<file path="src/rtl/param_scfifo_pkg.sv">
// Shared defaults, mode codes and status-flag decode for the parametrised single-clock FIFO.
package param_scfifo_pkg;

    localparam int unsigned DEF_DATA_WIDTH       = 16;
    localparam int unsigned DEF_ADDR_WIDTH       = 8;
    localparam int unsigned DEF_ALMOST_FULL_VAL  = 240;
    localparam int unsigned DEF_ALMOST_EMPTY_VAL = 16;

    localparam int unsigned SHOW_AHEAD_OFF = 0;
    localparam int unsigned SHOW_AHEAD_ON  = 1;

    typedef struct packed {
        logic empty;
        logic full;
        logic almost_empty;
        logic almost_full;
    } fifo_flags_t;

    // Status flags as a pure function of the fill count.
    function automatic fifo_flags_t decode_flags(
        input int unsigned count,
        input int unsigned depth,
        input int unsigned af_val,
        input int unsigned ae_val
    );
        fifo_flags_t f;
        f.empty        = (count == 0);
        f.full         = (count == depth);
        f.almost_empty = (count < ae_val);
        f.almost_full  = (count >= af_val);
        return f;
    endfunction

endpackage

</file>
<file path="src/rtl/param_scfifo_dpram.sv">
// Simple dual-port storage array: one synchronous write port, one asynchronous read port.
module param_scfifo_dpram #(
    parameter int unsigned DATA_WIDTH = 16,
    parameter int unsigned ADDR_WIDTH = 8
) (
    input  logic                  clock,
    input  logic                  we,
    input  logic [ADDR_WIDTH-1:0] waddr,
    input  logic [DATA_WIDTH-1:0] wdata,
    input  logic [ADDR_WIDTH-1:0] raddr,
    output logic [DATA_WIDTH-1:0] rdata
);

    localparam int unsigned DEPTH = 1 << ADDR_WIDTH;

    logic [DATA_WIDTH-1:0] mem [DEPTH];

    // Contents are deliberately not reset so the array maps onto block or LUT RAM.
    always_ff @(posedge clock) begin
        if (we) begin
            mem[waddr] <= wdata;
        end
    end

    assign rdata = mem[raddr];

endmodule

</file>
<file path="src/rtl/param_scfifo.sv">
// Parametrised single-clock FIFO with exact fill count, almost flags, sticky error flags
// and a choice of registered (1-cycle) or show-ahead read data.
module param_scfifo
    import param_scfifo_pkg::*;
#(
    parameter int unsigned DATA_WIDTH       = DEF_DATA_WIDTH,
    parameter int unsigned ADDR_WIDTH       = DEF_ADDR_WIDTH,
    parameter int unsigned ALMOST_FULL_VAL  = DEF_ALMOST_FULL_VAL,
    parameter int unsigned ALMOST_EMPTY_VAL = DEF_ALMOST_EMPTY_VAL,
    parameter int unsigned SHOW_AHEAD       = SHOW_AHEAD_OFF
) (
    input  logic                  clock,
    input  logic                  aclr,
    input  logic                  sclr,
    input  logic [DATA_WIDTH-1:0] data,
    input  logic                  wrreq,
    input  logic                  rdreq,
    output logic [DATA_WIDTH-1:0] q,
    output logic [ADDR_WIDTH:0]   usedw,
    output logic                  empty,
    output logic                  full,
    output logic                  almost_empty,
    output logic                  almost_full,
    output logic                  overflow,
    output logic                  underflow
);

    localparam int unsigned DEPTH = 1 << ADDR_WIDTH;
    localparam int unsigned CW    = ADDR_WIDTH + 1;

    localparam fifo_flags_t FLAGS_CLR =
        decode_flags(0, DEPTH, ALMOST_FULL_VAL, ALMOST_EMPTY_VAL);

    logic [ADDR_WIDTH-1:0] wr_ptr;
    logic [ADDR_WIDTH-1:0] rd_ptr;
    logic [CW-1:0]         usedw_nxt;
    logic [DATA_WIDTH-1:0] rdata;
    fifo_flags_t           flags;
    logic                  wr_ok;
    logic                  rd_ok;

    // A write into a full FIFO is only accepted when a read frees a slot in the same cycle.
    assign rd_ok = rdreq & ~flags.empty;
    assign wr_ok = wrreq & (~flags.full | rd_ok);

    always_comb begin
        usedw_nxt = usedw;
        if (wr_ok && !rd_ok) begin
            usedw_nxt = usedw + CW'(1);
        end else if (rd_ok && !wr_ok) begin
            usedw_nxt = usedw - CW'(1);
        end
    end

    // Flags are registered from the next count so they line up with usedw.
    always_ff @(posedge clock or posedge aclr) begin
        if (aclr) begin
            wr_ptr    <= '0;
            rd_ptr    <= '0;
            usedw     <= '0;
            flags     <= FLAGS_CLR;
            overflow  <= 1'b0;
            underflow <= 1'b0;
        end else if (sclr) begin
            wr_ptr    <= '0;
            rd_ptr    <= '0;
            usedw     <= '0;
            flags     <= FLAGS_CLR;
            overflow  <= 1'b0;
            underflow <= 1'b0;
        end else begin
            if (wr_ok) begin
                wr_ptr <= wr_ptr + ADDR_WIDTH'(1);
            end
            if (rd_ok) begin
                rd_ptr <= rd_ptr + ADDR_WIDTH'(1);
            end
            usedw <= usedw_nxt;
            flags <= decode_flags(32'(usedw_nxt), DEPTH, ALMOST_FULL_VAL, ALMOST_EMPTY_VAL);
            if (wrreq && flags.full && !rdreq) begin
                overflow <= 1'b1;
            end
            if (rdreq && flags.empty) begin
                underflow <= 1'b1;
            end
        end
    end

    assign empty        = flags.empty;
    assign full         = flags.full;
    assign almost_empty = flags.almost_empty;
    assign almost_full  = flags.almost_full;

    param_scfifo_dpram #(
        .DATA_WIDTH (DATA_WIDTH),
        .ADDR_WIDTH (ADDR_WIDTH)
    ) u_dpram (
        .clock (clock),
        .we    (wr_ok & ~sclr),
        .waddr (wr_ptr),
        .wdata (data),
        .raddr (rd_ptr),
        .rdata (rdata)
    );

    generate
        if (SHOW_AHEAD == SHOW_AHEAD_ON) begin : g_show_ahead
            // Head word is presented directly; meaningless while empty.
            assign q = rdata;
        end else begin : g_normal
            always_ff @(posedge clock or posedge aclr) begin
                if (aclr) begin
                    q <= '0;
                end else if (sclr) begin
                    q <= '0;
                end else if (rd_ok) begin
                    q <= rdata;
                end
            end
        end
    endgenerate

endmodule
</file>
<file path="config.mk">
export PLATFORM = sky130hd
export DESIGN_NAME = param_scfifo
export DESIGN_NICKNAME = d
export VERILOG_FILES = /design/src/rtl/param_scfifo_pkg.sv /design/src/rtl/param_scfifo_dpram.sv /design/src/rtl/param_scfifo.sv
export SDC_FILE = /design/constraint.sdc
export NUM_CORES = 2
export LEC_CHECK = 0
export BUFFER_PORTS_ARGS = -buffer_cell sky130_fd_sc_hd__buf_2
export CAP_MARGIN = 20
export CORE_UTILIZATION = 35
export CTS_CLUSTER_DIAMETER = 30
export DETAILED_ROUTE_END_ITERATION = 7
export SLEW_MARGIN = 20
export SYNTH_ARGS = -nofsm -noshare
export SYNTH_HDL_FRONTEND = slang
export SYNTH_SLANG_ARGS = --single-unit
</file>
<file path="constraint.sdc">
create_clock -name clock -period 6.1 [get_ports clock]
set_input_delay 0.305 -clock clock [delete_from_list [all_inputs] [get_ports clock]]
set_output_delay 0.305 -clock clock [all_outputs]
set_load 0.01 [all_outputs]
</file>
**Yosys cells after proc, flatten, opt, wreduce, memory -nomap -nowiden**

Memory sizes are Yosys's and may differ from the RTL's.
Index checks and enable logic that the tools add are counted.

- Flip-flop bits (word level): 47
- RAM bits: 4,096
- Input port bits: 21
- Output and inout bits: 31
- Word-level logic and storage cells: 54
- Memories kept: 1

Memories:

| name | depth | width | read ports | clocked after memory_dff | wr ports | RTL line | source |
|---|---|---|---|---|---|---|---|
| u_dpram.mem | 256 | 16 | 1 | 0 | 1 | param_scfifo_dpram.sv:16 | `logic [DATA_WIDTH-1:0] mem [DEPTH];` |

- $add $sub $neg: 4
- Order comparisons: 2
- Equality and inequality tests: 1
- Multiplexer cells: 16
- Bitwise logic cells: 7
- Reductions and logical operators: 13

Operators with widths:

| cell | number |
|---|---|
| 2-to-1 mux 16 bit | 2 |
| 2-to-1 mux 8 bit | 4 |
| 2-to-1 mux 9 bit | 3 |
| adder 8 x 1 -> 8 bit (second input constant) | 2 |
| adder 9 x 1 -> 9 bit (second input constant) | 1 |
| equality test 9 bit (second input constant) | 1 |
| >= comparator 9 x 8 -> 1 bit (second input constant) | 1 |
| zero test 9 bit | 1 |
| less-than comparator 9 x 5 -> 1 bit (second input constant) | 1 |
| subtractor 9 x 1 -> 9 bit (second input constant) | 1 |
| nonzero test 2 bit | 4 |
| 2-to-1 mux 1 bit | 6 |
| logical AND 1 bit | 5 |
| 2-to-1 mux 4 bit | 1 |
| AND 1 bit | 3 |
| zero test 1 bit | 3 |
| NOT 1 bit | 3 |
| bitwise OR 1 bit | 1 |

**Logic depth before layout (Yosys ltp)**

- Depth in word-level cells: 10
- Depth in mapped cells: 13
- Depth with buffers taken out: 8

**Hierarchy**

From an unflattened synthesis, not the netlist that was laid out.

- Cells, all modules: 7,582
- Area total of the unflattened synthesis: 160,631.6 sq um

Modules (own cells, without submodules):

| module | instances | cells an instance | area each (sq um) | sequential area each (sq um) |
|---|---|---|---|---|
| param_scfifo_dpram | 1 | 7,344 | 158,394.4 | 122,998.0 |
| param_scfifo | 1 | 238 | 2,237.1 | 1,178.6 |

**Least setup slack after synthesis**

Ideal clock, no wire load.

- Path type: register to register
- From: reg flags (netlist bit empty)
- To: mem u_dpram.mem[118][0], enable pin
- Setup time: 0.388 ns
- Data arrival time: 2.737 ns
- Required time: 5.712 ns
- Slack: 2.975 ns
- Stages on the path, launching flop included: 9
- Buffers on the path: 3
- Clock period less this slack: 3.125 ns
- Cell sequence: dfstp_2 nand2b_1 clkbuf_1 a21o_1 clkbuf_1 nor4b_1 nand3_1 clkbuf_1 nor2_1

- Word-level cells in the longest chain between the ends: 7

RTL lines:

| what | RTL line | source |
|---|---|---|
| start: declaration | param_scfifo.sv:38 | `fifo_flags_t flags;` |
| start signal: assignment | param_scfifo.sv:79 | `flags <= decode_flags(32'(usedw_nxt), DEPTH, ALMOST_FULL_VAL, ALMOST_EMPTY_VAL);` |
| NOT 1 bit | param_scfifo.sv:43 | `assign rd_ok = rdreq & ~flags.empty;` |
| AND 1 bit | param_scfifo.sv:43 |  |
| bitwise OR 1 bit | param_scfifo.sv:44 | `assign wr_ok = wrreq & (~flags.full \| rd_ok);` |
| AND 1 bit | param_scfifo.sv:44 |  |
| AND 1 bit | param_scfifo.sv:99 | `.we (wr_ok & ~sclr),` |
| 2-to-1 mux 1 bit | param_scfifo_dpram.sv:20 | `if (we) begin` |
| 2-to-1 mux 1 bit (implied by the code) | param_scfifo_dpram.sv:21 | `mem[waddr] <= wdata;` |
| end: declaration | param_scfifo_dpram.sv:16 |  |

Every way passes these cells.

**Worst setup path after layout**

- From: reg rd_ptr[0]
- To: reg q[14]

- Word-level cells in the longest chain between the ends: 3

RTL lines:

| what | RTL line | source |
|---|---|---|
| start: declaration | param_scfifo.sv:35 | `logic [ADDR_WIDTH-1:0] rd_ptr;` |
| start signal: assignment | param_scfifo.sv:76 | `rd_ptr <= rd_ptr + ADDR_WIDTH'(1);` |
| memory (256 x 16 bit) | - |  |
| 2-to-1 mux 16 bit | param_scfifo.sv:116 | `end else if (rd_ok) begin` |
| 2-to-1 mux 16 bit | param_scfifo.sv:114 | `end else if (sclr) begin` |
| end signal: assignment | param_scfifo.sv:117 | `q <= rdata;` |
| end: declaration | param_scfifo.sv:18 | `output logic [DATA_WIDTH-1:0] q,` |

Every way passes these cells. The select of a mux whose other input is x is not followed.
A chain may end at the register's enable or synchronous reset.

==> qor.txt <==
Status: finished clean
CTS clk-pin slew, worst paths: 0.05 ns
Total GRT Usage: 0.191
Post-CTS setup buffer count: 0
Die height: 678 microns
Via-to-Cell Ratio: 5.56
Unrepaired setup endpoints after global routing: no
Area Overhead vs Synth: 21.3%
Final ANT Viol Nets: 0
Share of cells above drive strength 1: 0.333
Crit-path slowest cell: a2111oi_0
Max Clk Rate: 206 MHz
Top Ports: 52
Clock skew: 0.0799 ns
Final Hold Vio Count: 0
DRT Pass-1 Iters: 5
DIE WIDTH: 678 microns
Final WL: 451000 microns
Max_slew headroom: 0.0283
Final weighted congestion in routability-driven placement: 0.852
First-pass GRT wire length: 631000 microns
Pin count of the biggest net entering global routing: 206
Register area share after synthesis: 0.777
Clk Latency, worst-skew pair: 1.08 ns
CTS Root Cell: clkbuf_16
Net Count, Synth: 7166
Remaining Overflow, GRT: 0
Final period utilization: 0.796
Mapped Area: 160000 sq um
Max_cap viols: 0
Delay-heaviest family, CP: compound AO/OA/AOI/OAI gates
Hold Crit Class: input pin to asynchronous set/reset pin
Pleak: 61.2 nW
Vias: 80.5k
Core Area: 454000 sq um
TritonCTS clock tree: built
Netlist cell types: 67
Setup slack at placement: 1.35 ns
FFs w/ async S/R, synth: 0.0113
Die ar.: 459000 sq um
Maximum vdd ir drop: 0.280 mV
Worst setup EP type: flip-flop
Final setup vio count: 0
Reg2reg setup slack: 1.24 ns
Crit path max fanout: 53
Initial antenna violation count: 38
Reg2reg start: rd_ptr[0]
Cell Rows: 247
Clock Path Buffers: 4
Crit path buf inv count: 3
Top FF cell, synth: edfxtp_1
Critical path class: flip-flop to flip-flop
Gate Count Post-Synth: 7138
Worst setup margin: 1.24 ns
Post-synth EDFFs: 4096
Initial DRC count: 9880
Number of synthesized register bits: 4143
WHS: 0.0712 ns
Final setup TNS: 0 ns
Post-DP HPWL: 261000 microns
Clk sink count: 4143
DR WL/cell: 31.2 microns
Critical path's largest stage delay: 1.07 ns
Total CTS buffers: 678
Startpoint Class: flip-flop
Min Clock Period, post-route: 4.86 ns
Vias in the first global route: 81.6k
CP cell instances: buf_16 > buf_12 > buf_4 > and3b_1 > a221oi_1 > a31oi_1 > a2111oi_0 > a211o_1 > o211ai_1
DRC violations left: 0
CTS H-tree lvls: 6
WP data required: 7.01 ns
Yosys Warn Count: 0
Post-route cell area: 194000 sq um
R2r endpoint: q[14]
Final-report max-slew violation count: 0
Layout Nets: 7916
R2R cell count: 9
Worst-Margin Slew: 1.45 ns
Total power: 76.3 mW
CP arrival: 5.77 ns
DP Area: 170000 sq um
Cell Pwr Density: 393 nW/um^2
Mean area per synthesized cell: 22.4 sq um
Initial Util: 0.352
Port buffer count: 51
[synthesized netlist by cell type, types with 15 or more instances]
master,count,area share
buf_2,120,0.0038
mux2_2,26,0.0018
nand2_1,150,0.0035
nor2b_1,17,0.00067
o21ai_1,16,0.00050
buf_4,53,0.0025
edfxtp_1,4096,0.77
nand3_1,32,0.0010
o21ai_0,23,0.00072
mux4_2,1006,0.14
o221ai_1,62,0.0034
a211oi_1,20,0.00094
buf_1,33,0.00077
nor2_1,322,0.0076
dfrtp_1,45,0.0070
mux2i_1,393,0.025
o22ai_1,77,0.0030
nor3_1,15,0.00047
o211ai_1,26,0.0012
buf_6,39,0.0027
a22oi_1,36,0.0017
a221oi_1,41,0.0022
a21oi_1,97,0.0030
clkbuf_1,163,0.0038
[worst reg2reg max path: cells and delay by family (launching register included)]
| kind | cells | cell delay [ns] |
|---|---|---|
| flip-flops | 1 | 0.82 |
| AO/OA/AOI/OAI | 5 | 2.49 |
| buffers and inverters | 3 | 1.21 |
| AND/OR/NAND/NOR | 1 | 0.26 |
[kinds of logic (layout without fill, tap and decap cells)]
group / Yosys count / count (layout) / synth area share
compound gates: 501 / 501 / 0.0222
flops: 4143 / 4143 / 0.777
xor+xnor: 21 / 21 / 0.00115
fa+ha+maj: 7 / 7 / 0.000548
other cells: 0 / 12 / 0
mux: 1425 / 1425 / 0.168
simple gates: 613 / 613 / 0.0164
buf+inv: 428 / 1762 / 0.0146
[worst max-delay path by stage]
| stage | from | slack [ns] | to | cells after the start |
|---|---|---|---|---|
| finish | rd_ptr[0] | 1.24 | q[14] | 9 |
| global route | rd_ptr[0] | 1.26 | q[14] | 9 |
| CTS | rd_ptr[0] | 1.35 | q[14] | 9 |
| detailed placement | rd_ptr[0] | 1.35 | q[14] | 9 |
| global placement | rd_ptr[0] | 0.37 | q[12] | 7 |
| floorplan | empty | 2.97 | u_dpram.mem[118][0] | 8 |
[layer usage]
layer | wire length (microns) | global-route usage | vias to the layer above
met1 | 175000 | 0.254 | 43200
met4 | 19000 | 0.0753 | 16
li1 | - | - | 32100
met3 | 43600 | 0.0459 | 887
met2 | 213000 | 0.304 | 4222
met5 | 95 | 0 | -
[repair_timing]
item	4_1_cts	5_1_grt
resized for setup	0	0
hold buffers	20	0
hold endpoints to repair	1424	0
[state kept, by name (all words and copies together) (netlist names)]
signal,flops
empty,1
q,16
almost_empty,1
u_dpram.mem,4096
full,1
usedw,9
rd_ptr,8
almost_full,1
wr_ptr,8
overflow,1
underflow,1
[per-stage QoR]
stage	util	std cells
floorplan	-	7138
finish	0.427	14500
global route	0.427	14500
CTS	0.427	14400
detailed placement	0.374	13200
global placement	0.373	13200
[power breakdown]
part / internal (mW) / total [mW] / switching (mW)
combinational: 2.53 / 5.64 / 3.11
sequential: 31.4 / 31.5 / 0.115
clock: 24.8 / 39.1 / 14.3
total: 58.7 / 76.3 / 17.6
[cell usage in the layout (no fill, tap or decap), drive strengths merged, types with 41 or more instances in the layout]
cell type  Yosys  routed
clkinv         0     247
a221oi        41      41
a21oi         97      97
bufinv         0      89
edfxtp      4096    4096
nand2        150     150
buf          252     463
clkbuf       163     750
o221ai        62      62
clkinvlp       0      70
mux4        1006    1006
inv           13     123
nor2         322     322
mux2i        393     393
dfrtp         45      45
o22ai         77      77
[area by class of cell]
type / count / area (sq um)
tap: 5976 / 7480
inverter: 13 / 56.3
fill: 38200 / 260000
clock inverter: 516 / 6290
antenna: 12 / 30.0
multi-input combinational: 2567 / 34100
clock buffer: 748 / 17400
sequential: 4143 / 124000
timing repair buffer: 485 / 4280
Note: power is estimated with default switching activity, not from simulation.
